## src/rtl/centroid_pkg.sv

```systemverilog
// Shared widths, frame limits and controller states for the blob centroid block.
package centroid_pkg;

    localparam int COORD_W = 13;
    localparam int OUT_W   = 10;
    localparam int CNT_W   = 19;
    localparam int SUM_W   = 28;

    localparam logic [COORD_W-1:0] H_ACT     = 13'd640;
    localparam logic [COORD_W-1:0] V_ACT     = 13'd480;
    localparam logic [CNT_W-1:0]   MIN_COUNT = 19'd64;

    typedef enum logic [1:0] {
        ACCUM = 2'd0,
        DIV_X = 2'd1,
        DIV_Y = 2'd2,
        DONE  = 2'd3
    } state_t;

endpackage

```

## src/rtl/seq_divider.sv

```systemverilog
// Unsigned restoring divider, one quotient bit per cycle. The start cycle already
// performs the first step, so the quotient is ready and done pulses N cycles after start.
module seq_divider #(
    parameter int N  = centroid_pkg::SUM_W,
    parameter int QW = centroid_pkg::OUT_W
) (
    input  logic          clk,
    input  logic          reset_n,
    input  logic          start,
    input  logic [N-1:0]  dividend,
    input  logic [N-1:0]  divisor,
    output logic          done,
    output logic [QW-1:0] quotient
);

    localparam int CW = $clog2(N + 1);
    localparam logic [CW-1:0] STEPS_LEFT = CW'(N - 1);
    localparam logic [CW-1:0] ONE_STEP   = {{(CW-1){1'b0}}, 1'b1};

    logic [N-1:0]  rem_r, quo_r, dsr_r;
    logic [CW-1:0] cnt_r;
    logic          done_r;

    logic [N-1:0]  rem_in_s, quo_in_s, dsr_in_s, rem_next_s, quo_next_s;
    logic [N:0]    shifted_s, trial_s;
    logic          bit_s;

    // One restoring step; a borrow out of the trial subtraction means the bit is 0.
    always_comb begin
        rem_in_s   = start ? {N{1'b0}} : rem_r;
        quo_in_s   = start ? dividend  : quo_r;
        dsr_in_s   = start ? divisor   : dsr_r;
        shifted_s  = {rem_in_s, quo_in_s[N-1]};
        trial_s    = shifted_s - {1'b0, dsr_in_s};
        bit_s      = ~trial_s[N];
        rem_next_s = bit_s ? trial_s[N-1:0] : shifted_s[N-1:0];
        quo_next_s = {quo_in_s[N-2:0], bit_s};
    end

    // Iteration registers and step counter.
    always_ff @(posedge clk) begin
        if (!reset_n) begin
            rem_r  <= {N{1'b0}};
            quo_r  <= {N{1'b0}};
            dsr_r  <= {N{1'b0}};
            cnt_r  <= {CW{1'b0}};
            done_r <= 1'b0;
        end else begin
            done_r <= 1'b0;
            if (start) begin
                rem_r <= rem_next_s;
                quo_r <= quo_next_s;
                dsr_r <= divisor;
                cnt_r <= STEPS_LEFT;
            end else if (cnt_r != {CW{1'b0}}) begin
                rem_r  <= rem_next_s;
                quo_r  <= quo_next_s;
                cnt_r  <= cnt_r - ONE_STEP;
                done_r <= (cnt_r == ONE_STEP);
            end
        end
    end

    assign done     = done_r;
    assign quotient = quo_r[QW-1:0];

endmodule

```

## src/rtl/blob_centroid.sv

```systemverilog
// Per-frame match count and coordinate sums; at each vsync falling edge the centroid
// is computed by one shared sequential divider (x first, then y).
module blob_centroid
    import centroid_pkg::*;
(
    input  logic               clk,
    input  logic               reset_n,
    input  logic               vs,
    input  logic               pix_valid,
    input  logic               mask,
    input  logic [COORD_W-1:0] row,
    input  logic [COORD_W-1:0] col,
    output logic [OUT_W-1:0]   cx,
    output logic [OUT_W-1:0]   cy,
    output logic [CNT_W-1:0]   blob_count,
    output logic               found,
    output logic               result_valid,
    output logic               busy,
    output logic               frame_drop
);

    state_t             state_r, state_next_s;
    logic               vs_d_r;
    logic [CNT_W-1:0]   cnt_acc_r, cnt_s_r, cnt_inc_s;
    logic [SUM_W-1:0]   sx_acc_r, sy_acc_r, sy_s_r, sx_inc_s, sy_inc_s;
    logic [OUT_W-1:0]   qx_r, cx_r, cy_r;
    logic [CNT_W-1:0]   blob_count_r;
    logic               found_r, result_valid_r, busy_r, frame_drop_r;
    logic               hit_s, fe_s, snap_found_s;
    logic               div_start_s, div_done_s;
    logic [SUM_W-1:0]   div_dividend_s, div_divisor_s;
    logic [OUT_W-1:0]   div_quo_s;

    assign hit_s        = pix_valid & mask & (col < H_ACT) & (row < V_ACT);
    assign fe_s         = vs_d_r & ~vs;
    assign cnt_inc_s    = (hit_s && (cnt_acc_r != {CNT_W{1'b1}})) ? cnt_acc_r + 19'd1 : cnt_acc_r;
    assign sx_inc_s     = hit_s ? sx_acc_r + {{(SUM_W-COORD_W){1'b0}}, col} : sx_acc_r;
    assign sy_inc_s     = hit_s ? sy_acc_r + {{(SUM_W-COORD_W){1'b0}}, row} : sy_acc_r;
    assign snap_found_s = (cnt_inc_s >= MIN_COUNT);

    seq_divider #(.N(SUM_W), .QW(OUT_W)) u_div (
        .clk      (clk),
        .reset_n  (reset_n),
        .start    (div_start_s),
        .dividend (div_dividend_s),
        .divisor  (div_divisor_s),
        .done     (div_done_s),
        .quotient (div_quo_s)
    );

    // Next state and divider launch; x starts straight from the live snapshot.
    always_comb begin
        state_next_s   = state_r;
        div_start_s    = 1'b0;
        div_dividend_s = sx_inc_s;
        div_divisor_s  = {{(SUM_W-CNT_W){1'b0}}, cnt_inc_s};
        case (state_r)
            ACCUM: begin
                if (fe_s) begin
                    div_start_s  = snap_found_s;
                    state_next_s = snap_found_s ? DIV_X : DONE;
                end else begin
                    state_next_s = ACCUM;
                end
            end
            DIV_X: begin
                if (div_done_s) begin
                    div_start_s    = 1'b1;
                    div_dividend_s = sy_s_r;
                    div_divisor_s  = {{(SUM_W-CNT_W){1'b0}}, cnt_s_r};
                    state_next_s   = DIV_Y;
                end else begin
                    state_next_s = DIV_X;
                end
            end
            DIV_Y: begin
                if (div_done_s) begin
                    state_next_s = DONE;
                end else begin
                    state_next_s = DIV_Y;
                end
            end
            DONE:    state_next_s = ACCUM;
            default: state_next_s = ACCUM;
        endcase
    end

    // State, edge detector, accumulators and frame snapshot.
    always_ff @(posedge clk) begin
        if (!reset_n) begin
            state_r      <= ACCUM;
            vs_d_r       <= 1'b1;
            cnt_acc_r    <= {CNT_W{1'b0}};
            sx_acc_r     <= {SUM_W{1'b0}};
            sy_acc_r     <= {SUM_W{1'b0}};
            cnt_s_r      <= {CNT_W{1'b0}};
            sy_s_r       <= {SUM_W{1'b0}};
            frame_drop_r <= 1'b0;
        end else begin
            state_r <= state_next_s;
            vs_d_r  <= vs;
            if (fe_s && (state_r == ACCUM)) begin
                cnt_s_r   <= cnt_inc_s;
                sy_s_r    <= sy_inc_s;
                cnt_acc_r <= {CNT_W{1'b0}};
                sx_acc_r  <= {SUM_W{1'b0}};
                sy_acc_r  <= {SUM_W{1'b0}};
            end else begin
                cnt_acc_r <= cnt_inc_s;
                sx_acc_r  <= sx_inc_s;
                sy_acc_r  <= sy_inc_s;
            end
            if (fe_s && (state_r != ACCUM)) begin
                frame_drop_r <= 1'b1;
            end
        end
    end

    // Result registers, loaded on the edge that enters DONE so they are valid during it.
    always_ff @(posedge clk) begin
        if (!reset_n) begin
            qx_r           <= {OUT_W{1'b0}};
            cx_r           <= {OUT_W{1'b0}};
            cy_r           <= {OUT_W{1'b0}};
            blob_count_r   <= {CNT_W{1'b0}};
            found_r        <= 1'b0;
            result_valid_r <= 1'b0;
            busy_r         <= 1'b0;
        end else begin
            busy_r         <= (state_next_s == DIV_X) || (state_next_s == DIV_Y);
            result_valid_r <= 1'b0;
            if ((state_r == DIV_X) && div_done_s) begin
                qx_r <= div_quo_s;
            end
            if ((state_r == ACCUM) && fe_s && !snap_found_s) begin
                blob_count_r   <= cnt_inc_s;
                found_r        <= 1'b0;
                result_valid_r <= 1'b1;
            end else if ((state_r == DIV_Y) && div_done_s) begin
                blob_count_r   <= cnt_s_r;
                found_r        <= 1'b1;
                cx_r           <= qx_r;
                cy_r           <= div_quo_s;
                result_valid_r <= 1'b1;
            end
        end
    end

    assign cx           = cx_r;
    assign cy           = cy_r;
    assign blob_count   = blob_count_r;
    assign found        = found_r;
    assign result_valid = result_valid_r;
    assign busy         = busy_r;
    assign frame_drop   = frame_drop_r;

endmodule

```

## config.mk

```make
export PLATFORM = sky130hd
export DESIGN_NAME = blob_centroid
export DESIGN_NICKNAME = d
export VERILOG_FILES = /design/src/rtl/centroid_pkg.sv /design/src/rtl/seq_divider.sv /design/src/rtl/blob_centroid.sv
export SDC_FILE = /design/constraint.sdc
export NUM_CORES = 1
export LEC_CHECK = 0
export CAP_MARGIN = 20
export CORE_MARGIN = 2
export CORE_UTILIZATION = 60
export CTS_CLUSTER_SIZE = 28
export DETAILED_ROUTE_END_ITERATION = 10
export GPL_TIMING_DRIVEN = 1
export PLACE_DENSITY = 0.77
export RECOVER_POWER = 50
export REMOVE_ABC_BUFFERS = 1
export SETUP_SLACK_MARGIN = 0.4
export SLEW_MARGIN = 40
export SYNTH_ARGS = -nofsm -noshare
export SYNTH_HDL_FRONTEND = slang
export SYNTH_SLANG_ARGS = --single-unit
```

## constraint.sdc

```tcl
create_clock -name clk -period 7.61 [get_ports clk]
set_input_delay 1.522 -clock clk [delete_from_list [all_inputs] [get_ports clk]]
set_output_delay 1.522 -clock clk [all_outputs]
set_load 0.05 [all_outputs]
```

Word-level counts from Yosys, hierarchy flattened
Index checks and enable logic that the tools add are counted.

word-level totals
  register bits after elaboration = 268
  input bits = 31
  output and inout bits = 43
  logic and storage cells = 92

operators by class
  $add $sub $neg = 5
  magnitude comparators = 3
  eq/ne operators = 7
  mux-type cells = 29
  bitwise operators = 9
  reduce and logical (&&, ||, !) cells = 18

operator list
  operator                                                                              count
  28-bit 2-to-1 mux                                                                     12
  19-bit 2-to-1 mux                                                                     5
  28-bit by 13-bit adder with 28-bit output                                             2
  29-bit by 28-bit subtractor with 29-bit output                                        1
  19-bit by 1-bit adder with 19-bit output, second input constant                       1
  19-bit by 7-bit greater-or-equal comparator with 1-bit output, second input constant  1
  19-bit != test, second input constant                                                 1
  13-bit by 10-bit < comparator with 1-bit output, second input constant                1
  13-bit by 9-bit < comparator with 1-bit output, second input constant                 1
  5-bit 2-to-1 mux                                                                      2
  2-bit one-hot mux with 4 select lines                                                 1
  2-bit equality test, second input constant                                            3
  1-bit logical AND                                                                     6
  2-bit 2-to-1 mux                                                                      3
  2-bit nonzero test                                                                    3
  2-bit OR reduction                                                                    3
  5-bit by 1-bit equality test with 1-bit output, second input constant                 1
  1-bit 2-to-1 mux                                                                      5
  1-bit NOT                                                                             5
  5-bit nonzero test                                                                    1
  5-bit by 1-bit subtractor with 5-bit output, second input constant                    1
  1-bit bitwise AND                                                                     4
  2-bit by 1-bit equality test with 1-bit output, second input constant                 2
  3-bit OR reduction                                                                    1
  other kinds (5)                                                                       5

Longest topological paths before layout
Gate-level depths: netlist (run 1).

  word-level depth = 13
  gate-level depth with buffers = 28
  mapped depth without buffers = 23

Hierarchy
From an unflattened synthesis (run 1), not the netlist that was laid out.

second synthesis, totals
  cells, all modules = 1,787
  area total of the unflattened synthesis = 14,123.5 um^2

by module, submodules not included
  module         times used  cells each  area each (um^2)  sequential area each (um^2)
  blob_centroid  1           1,047       8,405.6           3,563.4
  seq_divider    1           740         5,718.0           1,801.7

Least setup slack after synthesis (run 1)
No wires, ideal clock.

  path type = input port to flip-flop
  start point = in row[12]
  end point = reg u_div.rem_r[26]
  library setup time = 0.129 ns
  arrival = 6.743 ns
  required time = 7.481 ns
  slack = 0.738 ns
  stages = 24
  path buffers = 3
  cells stage by stage = nor4b_2 > nand3b_1 > or3_1 > buf_2 > o31ai_1 > nand3_1 > nor4_1 > a31oi_1 > clkbuf_1 > and2_1 > nor3_1 > ha_1 > inv_1 > fa_1 > a211oi_1 > or3_1 > and3_1 > o211a_1 > o211ai_1 > a31oi_1 > clkbuf_1 > a211oi_1 > a2111oi_0 > nor2_1

between the ends
  longest elaborated chain between the ends = 12
  elaborated cells on any way between the ends = 20
  classes of those cells = add/sub (1); order compare (2); mux (14); bitwise (1); reduce/logical (2)

ends and longest elaborated chain
  item                                                           RTL line             text
  from (decl)                                                    blob_centroid.sv:11  input logic [COORD_W-1:0] row,
  13-bit by 9-bit < comparator with 1-bit output (*)             blob_centroid.sv:34  assign hit_s = pix_valid & mask & (col < H_ACT) & (row < V_ACT);
  1-bit bitwise AND (*)                                          blob_centroid.sv:34
  1-bit logical AND (*)                                          blob_centroid.sv:36  assign cnt_inc_s = (hit_s && (cnt_acc_r != {CNT_W{1'b1}})) ? cnt_acc_r + 19'd1 : cnt_acc_r;
  19-bit 2-to-1 mux (*)                                          blob_centroid.sv:36
  19-bit by 7-bit greater-or-equal comparator with 1-bit output  blob_centroid.sv:39  assign snap_found_s = (cnt_inc_s >= MIN_COUNT);
  1-bit 2-to-1 mux                                               blob_centroid.sv:59  if (fe_s) begin
  1-bit one-hot mux with 2 select lines                          blob_centroid.sv:57  case (state_r)
  28-bit 2-to-1 mux (*)                                          n/a
  net u_div.dsr_in_s[0]                                          seq_divider.sv:24    logic [N-1:0] rem_in_s, quo_in_s, dsr_in_s, rem_next_s, quo_next_s;
  29-bit by 28-bit subtractor with 29-bit output (*)             seq_divider.sv:34    trial_s = shifted_s - {1'b0, dsr_in_s};
  28-bit 2-to-1 mux (*)                                          seq_divider.sv:36    rem_next_s = bit_s ? trial_s[N-1:0] : shifted_s[N-1:0];
  28-bit 2-to-1 mux                                              seq_divider.sv:55    end else if (cnt_r != {CW{1'b0}}) begin
  28-bit 2-to-1 mux (*)                                          seq_divider.sv:50    if (start) begin
  to (signal assigned)                                           seq_divider.sv:43    rem_r <= {N{1'b0}};
  to (signal assigned)                                           seq_divider.sv:51    rem_r <= rem_next_s;
  to (signal assigned)                                           seq_divider.sv:56    rem_r <= rem_next_s;
  to (decl)                                                      seq_divider.sv:20    logic [N-1:0] rem_r, quo_r, dsr_r;

Mark *: on every way through the listed nets, which the timed path passes. The rest lies on a longest branch. The select of a mux whose other input is x is not followed.
A chain may end at the register's enable or synchronous reset.

Final worst setup path (run 1)
  start point = in row[12]
  end point = reg u_div.rem_r[10]

Same word-level chain as after synthesis.

==> impl_metrics.tcl, run 1 <==
set metrics [dict create \
    dr_wl_met3_mm 1.82 \
    cpPeakStageDelay_ps 470 \
    muxShareOfSynthArea_pct 2.22 \
    synth_top_family_by_area "simple AND/OR/NAND/NOR gates" \
    synth_async_sr_flop_share_pct 0 \
    post_drt_via_cell_ratio 6.08 \
    post-route-period-util_pct 90.1 \
    num_antenna_cells 0 \
    synth_seq_cells 268 \
    nets 1809 \
    synth_xor_area_share_pct 5.60 \
    critPathKind "input pin to flop" \
    synth.avg_cell_area_um2 8.11 \
    cp_slowest_cell "clkdlybuf4s50_1" \
    final_antenna_net_count 0 \
    cellLeakagePower_nw 5.96 \
    endpoint_kind "flop" \
    ys_warn_count 0 \
    drt-wirelength-per-cell_um 17.1 \
    status "finished with violations" \
    wl_met2_mm 16.0 \
    rsz0062_at_grt "false" \
    hp-class "flop to flop" \
    htree_levels 1 \
    tritoncts "yes" \
    final_cells 2023 \
    clk_latency_ps 550 \
    crit_family "simple AND/OR/NAND/NOR gates" \
    post-cts-setup-buffer-count 0 \
    hold_viol_final 0 \
    post_dp_cell_area_um2 14600 \
    max_freq_mhz 146 \
    r2r_cells 24 \
    yosysTopAreaCell "dfxtp_1" \
    clk_pin_slew_ps 60 \
    fp-row-count 55 \
    track_usage_pct 29.0 \
    yosys.area_share.simple_pct 22.2 \
    synth-compound-area-share_pct 21.0 \
    die_width_um 155 \
    yosys-top-cells-area "dfxtp_1 39%, a21oi_1 6.4%, nor2_1 6.3%" \
    netlist_instances 1678 \
    required_ps 8060 \
    nFillCells 1790 \
    cp_max_fo 7 \
    start_util_pct 60.7 \
    holdPathStages 2 \
    fin_skew_ps 13.7 \
    place_inst 1972 \
    antenna_found_initial 0 \
    cp-start-kind "input pin" \
    cp.arrival_ps 7310 \
    setup_viol 0 \
    worst_slew_pin_slew_ps 2740 \
    highest_layer "met4" \
    synth_fa_ha_area_share_pct 5.77 \
    yosysUniqueCellTypes 74 \
    io_buffers 73 \
    cp_num_buf_inv 4 \
    dp_hpwl_mm 23.7 \
    core-area_um2 22400 \
    wl_met1_mm 15.7 \
    ys.flop_type "dfxtp_1" \
    violations "max-capacitance violations, max-slew violations" \
    cts_sinks 268 \
    grt_pass1_wl_mm 57.8 \
    grt_max_degree 96 \
    io_pins 74 \
    die_area_um2 23900 \
    synth_top_cell_area_share_pct 39.4 \
    wl_mm 34.6 \
    clock_path_buffers 3 \
    ys_seq_area_share_pct 39.4 \
    drc 0 \
    routabilityCongestion 0.893 \
    cts_made_buffers 28 \
    setup_tns_ps 0 \
    drt_iter0_drc 886 \
    stdcell_area_um2 15700 \
    synth.most_common_cell "dfxtp_1" \
    grt_overflow 0 \
    cap_violations 3 \
    finalCriticalPeriod_ps 6860 \
    p_per_area_nw_per_um2 305 \
    whs_ps 446 \
    synth_edf_count 0 \
    yosys-top-cells-count "268 x dfxtp_1, 230 x nor2_1, 188 x nand2_1, 175 x a21oi_1, 73 x clkbuf_1" \
    cts_root_buffer "clkbuf_16" \
    slew_headroom_pct -83.2 \
    slew_violations 208 \
    worst_ir_drop_vdd_mv 0.207 \
    synth_area_um2 13600 \
    die_y_um 155 \
    cp_num_cells 25 \
    vias 12300 \
    drive_above_1_share_pct 7.13 \
    area_delta_synth_final_pct 15.2 \
    first_pass_iters 5 \
    grt_pass1_vias 11700 \
]
metal layers:
| layer | GRT usage (%) | vias up |
|---|---|---|
| met2 | 47.6 | 366 |
| met1 | 39.3 | 5836 |
| met3 | 3.53 | 77 |
| li1 | - | 6022 |
| met4 | 10.8 | 0 |
| met5 | 0 | - |
worst min-delay path: stages (launching register included):
cell,delay (ps)
dfxtp_1,300
nand2_1,70
nor2_1,40
power breakdown:
part / total [mW] / switching [mW] / leakage [nW] / internal (mW)
registers: 1.62 / 0.0952 / 2.17 / 1.52
clock network: 1.45 / 0.577 / 0.481 / 0.877
logic: 1.72 / 1.00 / 3.30 / 0.721
total: 4.79 / 1.67 / 5.96 / 3.12
cell families (layout without fill, tap and decap cells):
family | Yosys count | after routing
AO/OA/AOI/OAI | 450 | 450
XOR/XNOR | 87 | 87
adder cells (fa/ha/maj) | 61 | 61
buffers and inverters | 127 | 187
flip-flops | 268 | 268
multiplexers | 30 | 30
AND/OR/NAND/NOR | 655 | 655
per-stage QoR:
| step | util (%) | total power [mW] | worst slack, ps |
|---|---|---|---|
| finish | 69.9 | 4.79 | 750 |
| global route | 69.9 | 5.07 | 394 |
| CTS | 69.7 | 4.76 | 548 |
| detailed placement | 65.3 | 3.30 | 8.43 |
| global placement | 65.2 | 3.27 | 192 |
| floorplan | - | 2.88 | -4990 |
registers in the layout, summed over array words and instances (netlist names), 19 cells and up:
signal / count
u_div.dsr_r: 28
sy_acc_r: 28
cnt_s_r: 19
u_div.quo_r: 28
sx_acc_r: 28
cnt_acc_r: 19
sy_s_r: 28
u_div.rem_r: 28
blob_count: 19
cell type report:
cell class                 instances  area, µm²  share of cell area (%)
timing repair buffer             110       1030                    6.60
clock inverter                    16        229                    1.46
tap                              285        357                    2.27
sequential                       268       5370                    34.2
clock buffer                      35        757                    4.83
multi-input combinational       1283       7840                    50.0
inverter                          26        100                   0.638
path summary, 6_finish.rpt:
path	start	endpoint	slack, ps
min reg2reg	u_div.dsr_r[25]	u_div.dsr_r[25]	450
min	u_div.dsr_r[25]	u_div.dsr_r[25]	450
max	row[12]	u_div.rem_r[10]	750
max reg2reg	cnt_acc_r[0]	u_div.rem_r[10]	1650
cell usage in the layout (no fill, tap or decap), types with 45 or more instances in the layout:
cell type      netlist  final
dfxtp_1            268    268
nor2_1             230    230
nand2_1            188    187
a21oi_1            175    175
o21ai_0             69     67
ha_1                58     58
xnor2_1             55     54
a211oi_1            48     47
nand3_1             46     46
dlygate4sd3_1        0     45
timing repair:
| item | 4_1_cts | 5_1_grt |
|---|---|---|
| setup endpoints to repair | 0 | 29 |
| hold buffers | 0 | 0 |
| gates resized for setup | 0 | 13 |
Power figures use the tool's default switching activity.
==> run 2, diff against run 1 <==
Settings changed: ABC_CLOCK_PERIOD_IN_PS from default to 7610.
==> results of run 2 <==
The final DEF is identical to that of run 1; final timing and power are the same.
